<file path="src/rtl/hack_mem_pkg.sv">
// rtl/hack_mem_pkg.sv - shared word width and sequencer state encodings for the Hack data memory
// Purpose: the state encoding and default word width used by every Hack memory block.
// Contents: HACK_WORD_W, hack_mem_state_e (ST_IDLE, ST_CLEAR).
package hack_mem_pkg;

    localparam int HACK_WORD_W = 16;

    typedef enum logic {
        ST_IDLE  = 1'b0,
        ST_CLEAR = 1'b1
    } hack_mem_state_e;

endpackage

</file>
<file path="src/rtl/hack_ram_banked_if.sv">
// rtl/hack_ram_banked_if.sv - data/address bus of the banked Hack RAM
// Purpose: groups the user-facing memory bus so it can be passed as one port.
// Signals:
//   in      write data (master -> slave)
//   load    write enable for the word at address (master -> slave)
//   address word address (master -> slave)
//   out     combinational read data, forced to 0 while busy (slave -> master)
//   busy    clear sweep in progress, writes dropped (slave -> master)
interface hack_ram_banked_if #(
    parameter int WIDTH  = 16,
    parameter int ADDR_W = 6
);
    logic [WIDTH-1:0]  in;
    logic              load;
    logic [ADDR_W-1:0] address;
    logic [WIDTH-1:0]  out;
    logic              busy;

    modport master (
        output in,
        output load,
        output address,
        input  out,
        input  busy
    );

    modport slave (
        input  in,
        input  load,
        input  address,
        output out,
        output busy
    );
endinterface

</file>
<file path="src/rtl/hack_ram_bank.sv">
// rtl/hack_ram_bank.sv - one storage bank: clocked write port, combinational read port
// Purpose: 2**BANK_ADDR_W words of WIDTH bits with no reset of their own; contents are
//          undefined until written.
// Ports:
//   clk    clock, writes on posedge
//   we     write enable
//   waddr  write word address
//   wdata  write data
//   raddr  read word address
//   rdata  read data (combinational, shows the old word until the write edge)
module hack_ram_bank #(
    parameter int WIDTH       = 16,
    parameter int BANK_ADDR_W = 3
) (
    input  logic                   clk,
    input  logic                   we,
    input  logic [BANK_ADDR_W-1:0] waddr,
    input  logic [WIDTH-1:0]       wdata,
    input  logic [BANK_ADDR_W-1:0] raddr,
    output logic [WIDTH-1:0]       rdata
);

    localparam int DEPTH = 2 ** BANK_ADDR_W;

    logic [WIDTH-1:0] mem_q [DEPTH];

    always_ff @(posedge clk) begin
        if (we) begin
            mem_q[waddr] <= wdata;
        end
    end

    assign rdata = mem_q[raddr];

endmodule

</file>
<file path="src/rtl/hack_ram_banked.sv">
// rtl/hack_ram_banked.sv - banked Hack data memory with reset-triggered clear sweep
// Purpose: 2**ADDR_W words of WIDTH bits built from 2**(ADDR_W-BANK_ADDR_W) banks.
//          Combinational read, clocked write. With CLEAR_ON_RESET set, reset starts a
//          sweep that zeroes one word per cycle; busy is high for its duration, user
//          writes are dropped and out reads 0.
// Ports:
//   clk    clock
//   reset  synchronous, active-high
//   bus    hack_ram_banked_if.slave: in, load, address -> out, busy
module hack_ram_banked
    import hack_mem_pkg::*;
#(
    parameter int WIDTH          = HACK_WORD_W,
    parameter int ADDR_W         = 6,
    parameter int BANK_ADDR_W    = 3,
    parameter bit CLEAR_ON_RESET = 1'b1
) (
    input  logic             clk,
    input  logic             reset,
    hack_ram_banked_if.slave bus
);

    // A bank wider than the whole memory has no meaning; refuse to elaborate.
    if (ADDR_W < BANK_ADDR_W) begin : g_bad_addr_w
        $fatal(1, "hack_ram_banked: ADDR_W (%0d) < BANK_ADDR_W (%0d)", ADDR_W, BANK_ADDR_W);
    end
    if (BANK_ADDR_W < 1) begin : g_bad_bank_addr_w
        $fatal(1, "hack_ram_banked: BANK_ADDR_W must be at least 1");
    end

    localparam int NBANKS = 2 ** (ADDR_W - BANK_ADDR_W);
    localparam logic [ADDR_W-1:0] LAST_PTR = {ADDR_W{1'b1}};

    hack_mem_state_e   state_q, state_d;
    logic [ADDR_W-1:0] clr_ptr_q, clr_ptr_d;
    logic              busy;

    // ---------------- sweep sequencer ----------------
    always_comb begin
        state_d   = state_q;
        clr_ptr_d = clr_ptr_q;
        if (state_q == ST_CLEAR) begin
            // Last word is written on this edge; pointer is held rather than wrapped.
            if (clr_ptr_q == LAST_PTR) begin
                state_d = ST_IDLE;
            end else begin
                clr_ptr_d = clr_ptr_q + ADDR_W'(1);
            end
        end
    end

    always_ff @(posedge clk) begin
        if (reset) begin
            state_q   <= CLEAR_ON_RESET ? ST_CLEAR : ST_IDLE;
            clr_ptr_q <= '0;
        end else begin
            state_q   <= state_d;
            clr_ptr_q <= clr_ptr_d;
        end
    end

    // busy decodes a single state flop, so it has no path from the inputs.
    assign busy = (state_q == ST_CLEAR);

    // ---------------- write mux ----------------
    // While reset is held in a clearing build, word 0 keeps being zeroed so the
    // sweep effectively starts during the reset cycle itself.
    logic              clr_we;
    logic [ADDR_W-1:0] clr_addr;
    logic              user_we;
    logic              wr_en;
    logic [ADDR_W-1:0] wr_addr;
    logic [WIDTH-1:0]  wr_data;
    logic [ADDR_W-1:0] wr_bank;

    assign clr_we   = (reset && CLEAR_ON_RESET) || busy;
    assign clr_addr = reset ? '0 : clr_ptr_q;
    // User writes are dropped while clearing and in any reset cycle.
    assign user_we  = bus.load && !busy && !reset;

    assign wr_en    = clr_we || user_we;
    assign wr_addr  = clr_we ? clr_addr : bus.address;
    assign wr_data  = clr_we ? '0 : bus.in;
    assign wr_bank  = wr_addr >> BANK_ADDR_W;

    // ---------------- banks ----------------
    logic [WIDTH-1:0] bank_rdata [NBANKS];

    for (genvar b = 0; b < NBANKS; b++) begin : g_bank
        logic bank_we;
        assign bank_we = wr_en && (wr_bank == ADDR_W'(b));

        hack_ram_bank #(
            .WIDTH       (WIDTH),
            .BANK_ADDR_W (BANK_ADDR_W)
        ) u_bank (
            .clk   (clk),
            .we    (bank_we),
            .waddr (wr_addr[BANK_ADDR_W-1:0]),
            .wdata (wr_data),
            .raddr (bus.address[BANK_ADDR_W-1:0]),
            .rdata (bank_rdata[b])
        );
    end

    // ---------------- read mux ----------------
    logic [ADDR_W-1:0] rd_bank;
    logic [WIDTH-1:0]  rd_word;

    assign rd_bank = bus.address >> BANK_ADDR_W;

    always_comb begin
        rd_word = '0;
        for (int b = 0; b < NBANKS; b++) begin
            if (rd_bank == ADDR_W'(b)) begin
                rd_word = bank_rdata[b];
            end
        end
    end

    assign bus.out  = busy ? '0 : rd_word;
    assign bus.busy = busy;

endmodule

</file>
<file path="src/flat_wrapper.sv">
// flat-port wrapper written by rule: the top's interface ports become plain ports
module hack_ram_banked_flat import hack_mem_pkg::*;
#(
    parameter int WIDTH          = HACK_WORD_W,
    parameter int ADDR_W         = 6,
    parameter int BANK_ADDR_W    = 3,
    parameter bit CLEAR_ON_RESET = 1'b1
)
  (clk, reset, bus_in, bus_load, bus_address, bus_out, bus_busy);
  hack_ram_banked_if #(.WIDTH(WIDTH), .ADDR_W(ADDR_W)) bus_i ();
  input  logic clk;
  input  logic reset;
  input wire logic [$bits(bus_i.in)-1:0] bus_in;
  input wire logic [$bits(bus_i.load)-1:0] bus_load;
  input wire logic [$bits(bus_i.address)-1:0] bus_address;
  output wire logic [$bits(bus_i.out)-1:0] bus_out;
  output wire logic [$bits(bus_i.busy)-1:0] bus_busy;
  assign bus_i.in = bus_in;
  assign bus_i.load = bus_load;
  assign bus_i.address = bus_address;
  assign bus_out = bus_i.out;
  assign bus_busy = bus_i.busy;
  hack_ram_banked #(.WIDTH(WIDTH), .ADDR_W(ADDR_W), .BANK_ADDR_W(BANK_ADDR_W), .CLEAR_ON_RESET(CLEAR_ON_RESET)) u_core (.clk(clk), .reset(reset), .bus(bus_i));
endmodule
</file>
<file path="config.mk">
export PLATFORM = sky130hd
export DESIGN_NAME = hack_ram_banked_flat
export DESIGN_NICKNAME = d
export VERILOG_FILES = /design/src/rtl/hack_mem_pkg.sv /design/src/rtl/hack_ram_banked_if.sv /design/src/rtl/hack_ram_bank.sv /design/src/rtl/hack_ram_banked.sv /design/src/flat_wrapper.sv
export SDC_FILE = /design/constraint.sdc
export NUM_CORES = 1
export LEC_CHECK = 0
export BUFFER_PORTS_ARGS = -buffer_cell sky130_fd_sc_hd__buf_2
export CAP_MARGIN = 25
export CORE_AREA = 2 2 279 281
export CTS_CLUSTER_DIAMETER = 80
export CTS_CLUSTER_SIZE = 20
export DETAILED_ROUTE_END_ITERATION = 8
export DIE_AREA = 0 0 281 283
export PLACE_DENSITY = 0.71
export SYNTH_ARGS = -nofsm -noshare
export SYNTH_HDL_FRONTEND = slang
export SYNTH_HIERARCHICAL = 1
export SYNTH_SLANG_ARGS = --single-unit
</file>
<file path="constraint.sdc">
create_clock -name clk -period 4.1 [get_ports clk]
set_clock_uncertainty 0.1 [all_clocks]
set_input_delay 0.615 -clock clk [delete_from_list [all_inputs] [get_ports clk]]
set_output_delay 0.615 -clock clk [all_outputs]
set_load 0.05 [all_outputs]
</file>
# ---- Word-level counts from Yosys, hierarchy flattened
# Memories as Yosys holds them, arrays and structs flattened.
# Cells that the tools add are included.
dict set report op_classes {
  n_addsub 1
  n_eq_ne 15
  muxes 30
  reduce_logical 17
  bitwise 1
}
# cell n
set op_table {}
lappend op_table {{16-bit two-way mux} 10}
lappend op_table {{3-bit equality test (second input constant)} 8}
lappend op_table {{1-bit two-way mux} 18}
lappend op_table {{3-bit by 2-bit equality test with 1-bit output (second input constant)} 4}
lappend op_table {{6-bit logical NOT} 2}
lappend op_table {{6-bit two-way mux} 2}
lappend op_table {{1-bit logical AND} 10}
lappend op_table {{6-bit by 1-bit adder with 6-bit output (second input constant)} 1}
lappend op_table {{3-bit by 1-bit equality test with 1-bit output (second input constant)} 2}
lappend op_table {{6-bit equality test (second input constant)} 1}
lappend op_table {{1-bit logical NOT} 2}
lappend op_table {{1-bit logical OR} 2}
lappend op_table {{2-bit AND reduction} 1}
lappend op_table {{1-bit NOT} 1}
dict set report totals {
  reg_bits 7
  inputBits 25
  out_inout_bits 17
  mem_bits_rw 1024
  wordCells 74
  memories 8
}
# memory words word_bits rd rd_clocked_by_memory_dff write_ports line_no
set mem_list {}
lappend mem_list {{u_core.g_bank[0].u_bank.mem_q} 8 16 1 0 1 hack_ram_bank.sv:25} ;# logic [WIDTH-1:0] mem_q [DEPTH];
lappend mem_list {{u_core.g_bank[1].u_bank.mem_q} 8 16 1 0 1 hack_ram_bank.sv:25}
lappend mem_list {{u_core.g_bank[2].u_bank.mem_q} 8 16 1 0 1 hack_ram_bank.sv:25}
lappend mem_list {{u_core.g_bank[3].u_bank.mem_q} 8 16 1 0 1 hack_ram_bank.sv:25}
lappend mem_list {{u_core.g_bank[4].u_bank.mem_q} 8 16 1 0 1 hack_ram_bank.sv:25}
lappend mem_list {{u_core.g_bank[5].u_bank.mem_q} 8 16 1 0 1 hack_ram_bank.sv:25}
lappend mem_list {{2 more memories} - - - - - -}

# ---- Logic depth before layout (Yosys ltp)
dict set report depth {
  word_depth 10
  depth_mapped 8
  depth_no_buf 6
}

# ---- Hierarchy
# Netlist, hierarchy kept.
# module area_per_inst_um2 instances cells_each seq_area_each_um2
set by_module_without_submodules {}
lappend by_module_without_submodules {hack_ram_bank 4973.5 8 198 3843.7}
lappend by_module_without_submodules {hack_ram_banked 2063.2 1 282 140.1}

# ---- Least setup slack after synthesis
# OpenSTA, ideal clock, no wires.
dict set report synth_path {
  kind {reg2reg}
  start {reg u_core.state_q, in the netlist u_core/bus.busy}
  end {mem u_core.g_bank[3].u_bank.mem_q[3][0], enable pin}
  setup_slack_ns 0.296
  period_less_slack_ns 3.804
  arrival_time_ns 3.316
  path_stages_with_launch 7
  t_required_ns 3.612
  cell_sequence {dfxtp_1 buf_2 buf_2 mux2i_1 nor2_1 nand2_1 nor2_1}
}
dict set report synth_between {
  word_cells_on_any_way 10
}
# element line_no
set synth_lines {}
lappend synth_lines {{from (decl)} hack_ram_banked.sv:34} ;# hack_mem_state_e state_q, state_d;
lappend synth_lines {{from (signal assigned)} hack_ram_banked.sv:54} ;# state_q <= CLEAR_ON_RESET ? ST_CLEAR : ST_IDLE;
lappend synth_lines {{from (signal assigned)} hack_ram_banked.sv:57} ;# state_q <= state_d;
lappend synth_lines {{1-bit logical OR} hack_ram_banked.sv:76} ;# assign clr_we = (reset && CLEAR_ON_RESET) || busy;
lappend synth_lines {{6-bit two-way mux} hack_ram_banked.sv:82} ;# assign wr_addr = clr_we ? clr_addr : bus.address;
lappend synth_lines {{net u_core.wr_addr[1]} hack_ram_banked.sv:72} ;# logic [ADDR_W-1:0] wr_addr;
lappend synth_lines {{to (decl)} hack_ram_bank.sv:25}
# The timed path passes the listed nets, and every way through them passes these cells.

==> qor.yml <==
status: "finished clean"
fin_hold_ws_ps: 269
slowest_delay_ps: 560
dp_hpwl_mm: 58.7
slowest_stage: "mux4_1"
cp_data_required_time_ps: 3380
syn_area_mm2: 0.0419
nets: 2075
sequentialPowerShare: 0.630
drt_first_pass_iters: 8
setup_slack_ps: 82.5
diodes: 0
chipWidth_um: 281
drc: 0
p_leak_nw: 17.0
rows: 102
crit_chain: "buf_8 > buf_12 > buf_4 > mux4_1 > mux2_2 > o21ai_0 > a221oi_2 > buf_2"
synth_ff_type: "edfxtp_1"
rsz0062_at_grt: "false"
drv_cap: 0
clkLatencyLatePin_ps: 650
powerDensity_mw_per_mm2: 394
grt_pass1_vias: 19500
yosysSeqAreaShare: 0.738
cts_hold_buf: 0
layout_min_cycle_time_ps: 4020
worst_pin_slew_ps: 1030
cts.clk_slew.worst_paths_ps: 80
grt_util_met2: 0.364
crit_path_end_kind: "primary output"
syn_inst: 1866
worst-path-max-fanout: 32
vias: 19800
drt_wl_total_mm: 92.8
setup_viol: 0
overflow: 0
synth_area_leaders: "edfxtp_1, mux4_1, mux2_2, mux4_2, buf_6"
synth-seq-cells: 1031
wl_per_cell_um: 29.9
io_pins: 42
numCtsBuffers: 58
place_ws_ps: 150
antenna_found_initial: 1
power_frac_comb: 0.047
async_reset_ff_frac: 0
place_congestion: 0.864
cts_sinks: 1031
yosysMostFrequentCell: "edfxtp_1"
ys_warn_count: 6
ant_nets: 0
core_area_mm2: 0.0767
tritoncts: "built"
path_buf_inv: 4
grt_usage: 0.235
cts_resized: 0
die_h_um: 283
cp_top_family: "buffers and inverters"
switching_share: 0.201
start_kind: "input port"
drive_above_1_share: 0.245
final_hold_viol_count: 0
start_util: 0.546
critical_path_arrival_ps: 3300
grt_start_max_net_pins: 65
yosysTopAreaCell: "edfxtp_1"
use_met1: 0.367
gr-usage-met3: 0.0299
timing.final.crit_share: 0.980
via_per_inst: 6.37
dieArea_mm2: 0.0795
synth_edf_count: 1024
peakVddDrop_mv: 0.316
syn_nets: 1892
post_cts_buffers: 0
grt_pass1_wl_mm: 135
cts-root-buf: "clkbuf_16"
io_buffers: 41
clockPowerShare: 0.323
hold_path.class: "in -> reg"
synthTopCellsByCount: "edfxtp_1, mux4_1, mux2_2, nor2_1, nand2b_1"
timing.setup.tns_ps: 0
yosysTopAreaCellShare: 0.735
relSlewSlack: 0.310
intPower_mw: 14.5
top_usage_layer: "met1"
fmax_mhz: 249
dr.first_iter.drc_count: 2379
cts_buffer_depth: 3
syn_area_per_cell_um2: 22.4
critical_path_class: "in -> out"
cts.htree.levels: 2
p_sw_mw: 3.66
drv_slew: 0
synthToLayoutAreaGrowth_pct: 10.1
yosysUniqueCellTypes: 43
power by group through the flow:
stage	Sequential (mW)	Combinational, mW	Clock, mW
2_1_floorplan	11.7	0.579	0
4_1_cts	11.4	0.865	5.98
6_report	11.4	0.863	5.87
3_5_place_dp	11.7	0.861	0
5_1_grt	11.4	0.901	6.34
3_3_place_gp	11.7	0.855	0
through the flow:
stage / instances / power (mW) / cell area [um2] / util
finish: 3104 / 18.2 / 46100 / 0.601
global route: 3104 / 18.7 / 46100 / 0.601
CTS: 3103 / 18.3 / 46100 / 0.600
detailed placement: 3028 / 12.5 / 44500 / 0.580
global placement: 3028 / 12.5 / 44500 / 0.580
floorplan: 1866 / 12.3 / 41900 / -
worst reg2reg max path, cell delays in order, from the launching register on:
cell and delay [ps]:
dfxtp_1 530, inv_1 140, buf_4 260, nand3_1 110
a21o_1 250, nor2_1 290, nand2_1 210, nor2_1 730
buf_4 350
final cells by class:
class / count / area (um2)
Multi-Input combinational cell: 727 / 10300
Timing Repair Buffer: 228 / 1940
Tap cell: 1040 / 1300
Sequential cell: 1031 / 30900
Clock buffer: 73 / 1570
Fill cell: 5228 / 30600
Clock inverter: 2 / 32.5
Inverter: 3 / 11.3
final timing paths:
| kind | endpoint | start | depth (start not counted) | slack (ps) |
|---|---|---|---|---|
| hold / removal | u_core/g_bank[0].u_bank/mem_q[2][7]$_DFFE_PP_ | bus_in[7] | 2 | 270 |
| setup reg to reg | u_core/g_bank[4].u_bank/mem_q[6][7]$_DFFE_PP_ | u_core/bus.busy$_SDFF_PP1_ | 8 | 840 |
| setup / recovery | bus_out[13] | bus_address[0] | 8 | 80 |
| hold reg to reg | u_core/clr_ptr_q[1]$_SDFFE_PP0P_ | u_core/clr_ptr_q[1]$_SDFFE_PP0P_ | 2 | 490 |
cells by family (layout without fill, tap and decap cells):
| family | Yosys count | count (layout) | synth area share |
|---|---|---|---|
| flops | 1031 | 1031 | 0.738 |
| mux | 407 | 407 | 0.198 |
| buf+inv | 108 | 306 | 0.0180 |
| simple gates | 195 | 195 | 0.0227 |
| xor+xnor | 2 | 2 | 0.000419 |
| compound gates | 122 | 122 | 0.0227 |
| fa+ha+maj | 1 | 1 | 0.000299 |
sequential cells by signal, summed over array words and instances (netlist names):
signal                      count
u_core/clr_ptr_q                6
u_core/bus.busy                 1
u_core/g_bank.u_bank/mem_q   1024
routing by layer:
layer / wire [um] / up-vias
met5: 0 / -
met4: 1620 / 0
met3: 7400 / 95
met2: 43900 / 865
met1: 39800 / 10500
li1: - / 8339
layout by cell type (no fill, tap or decap), types with 16 or more instances in the layout:
cell type,Yosys,layout
mux2_2,128,128
nor2_1,66,64
mux4_1,224,224
buf_12,0,24
mux2i_1,23,23
buf_2,9,37
clkbuf_16,0,61
buf_4,8,164
nand2_1,35,35
edfxtp_1,1024,1024
o21ai_1,16,16
nand2b_1,44,44
a21o_1,16,16
a221oi_2,16,16
and2_2,0,16
o21ai_0,19,19
mux4_2,32,32
Note: power is estimated with default switching activity, not from simulation.
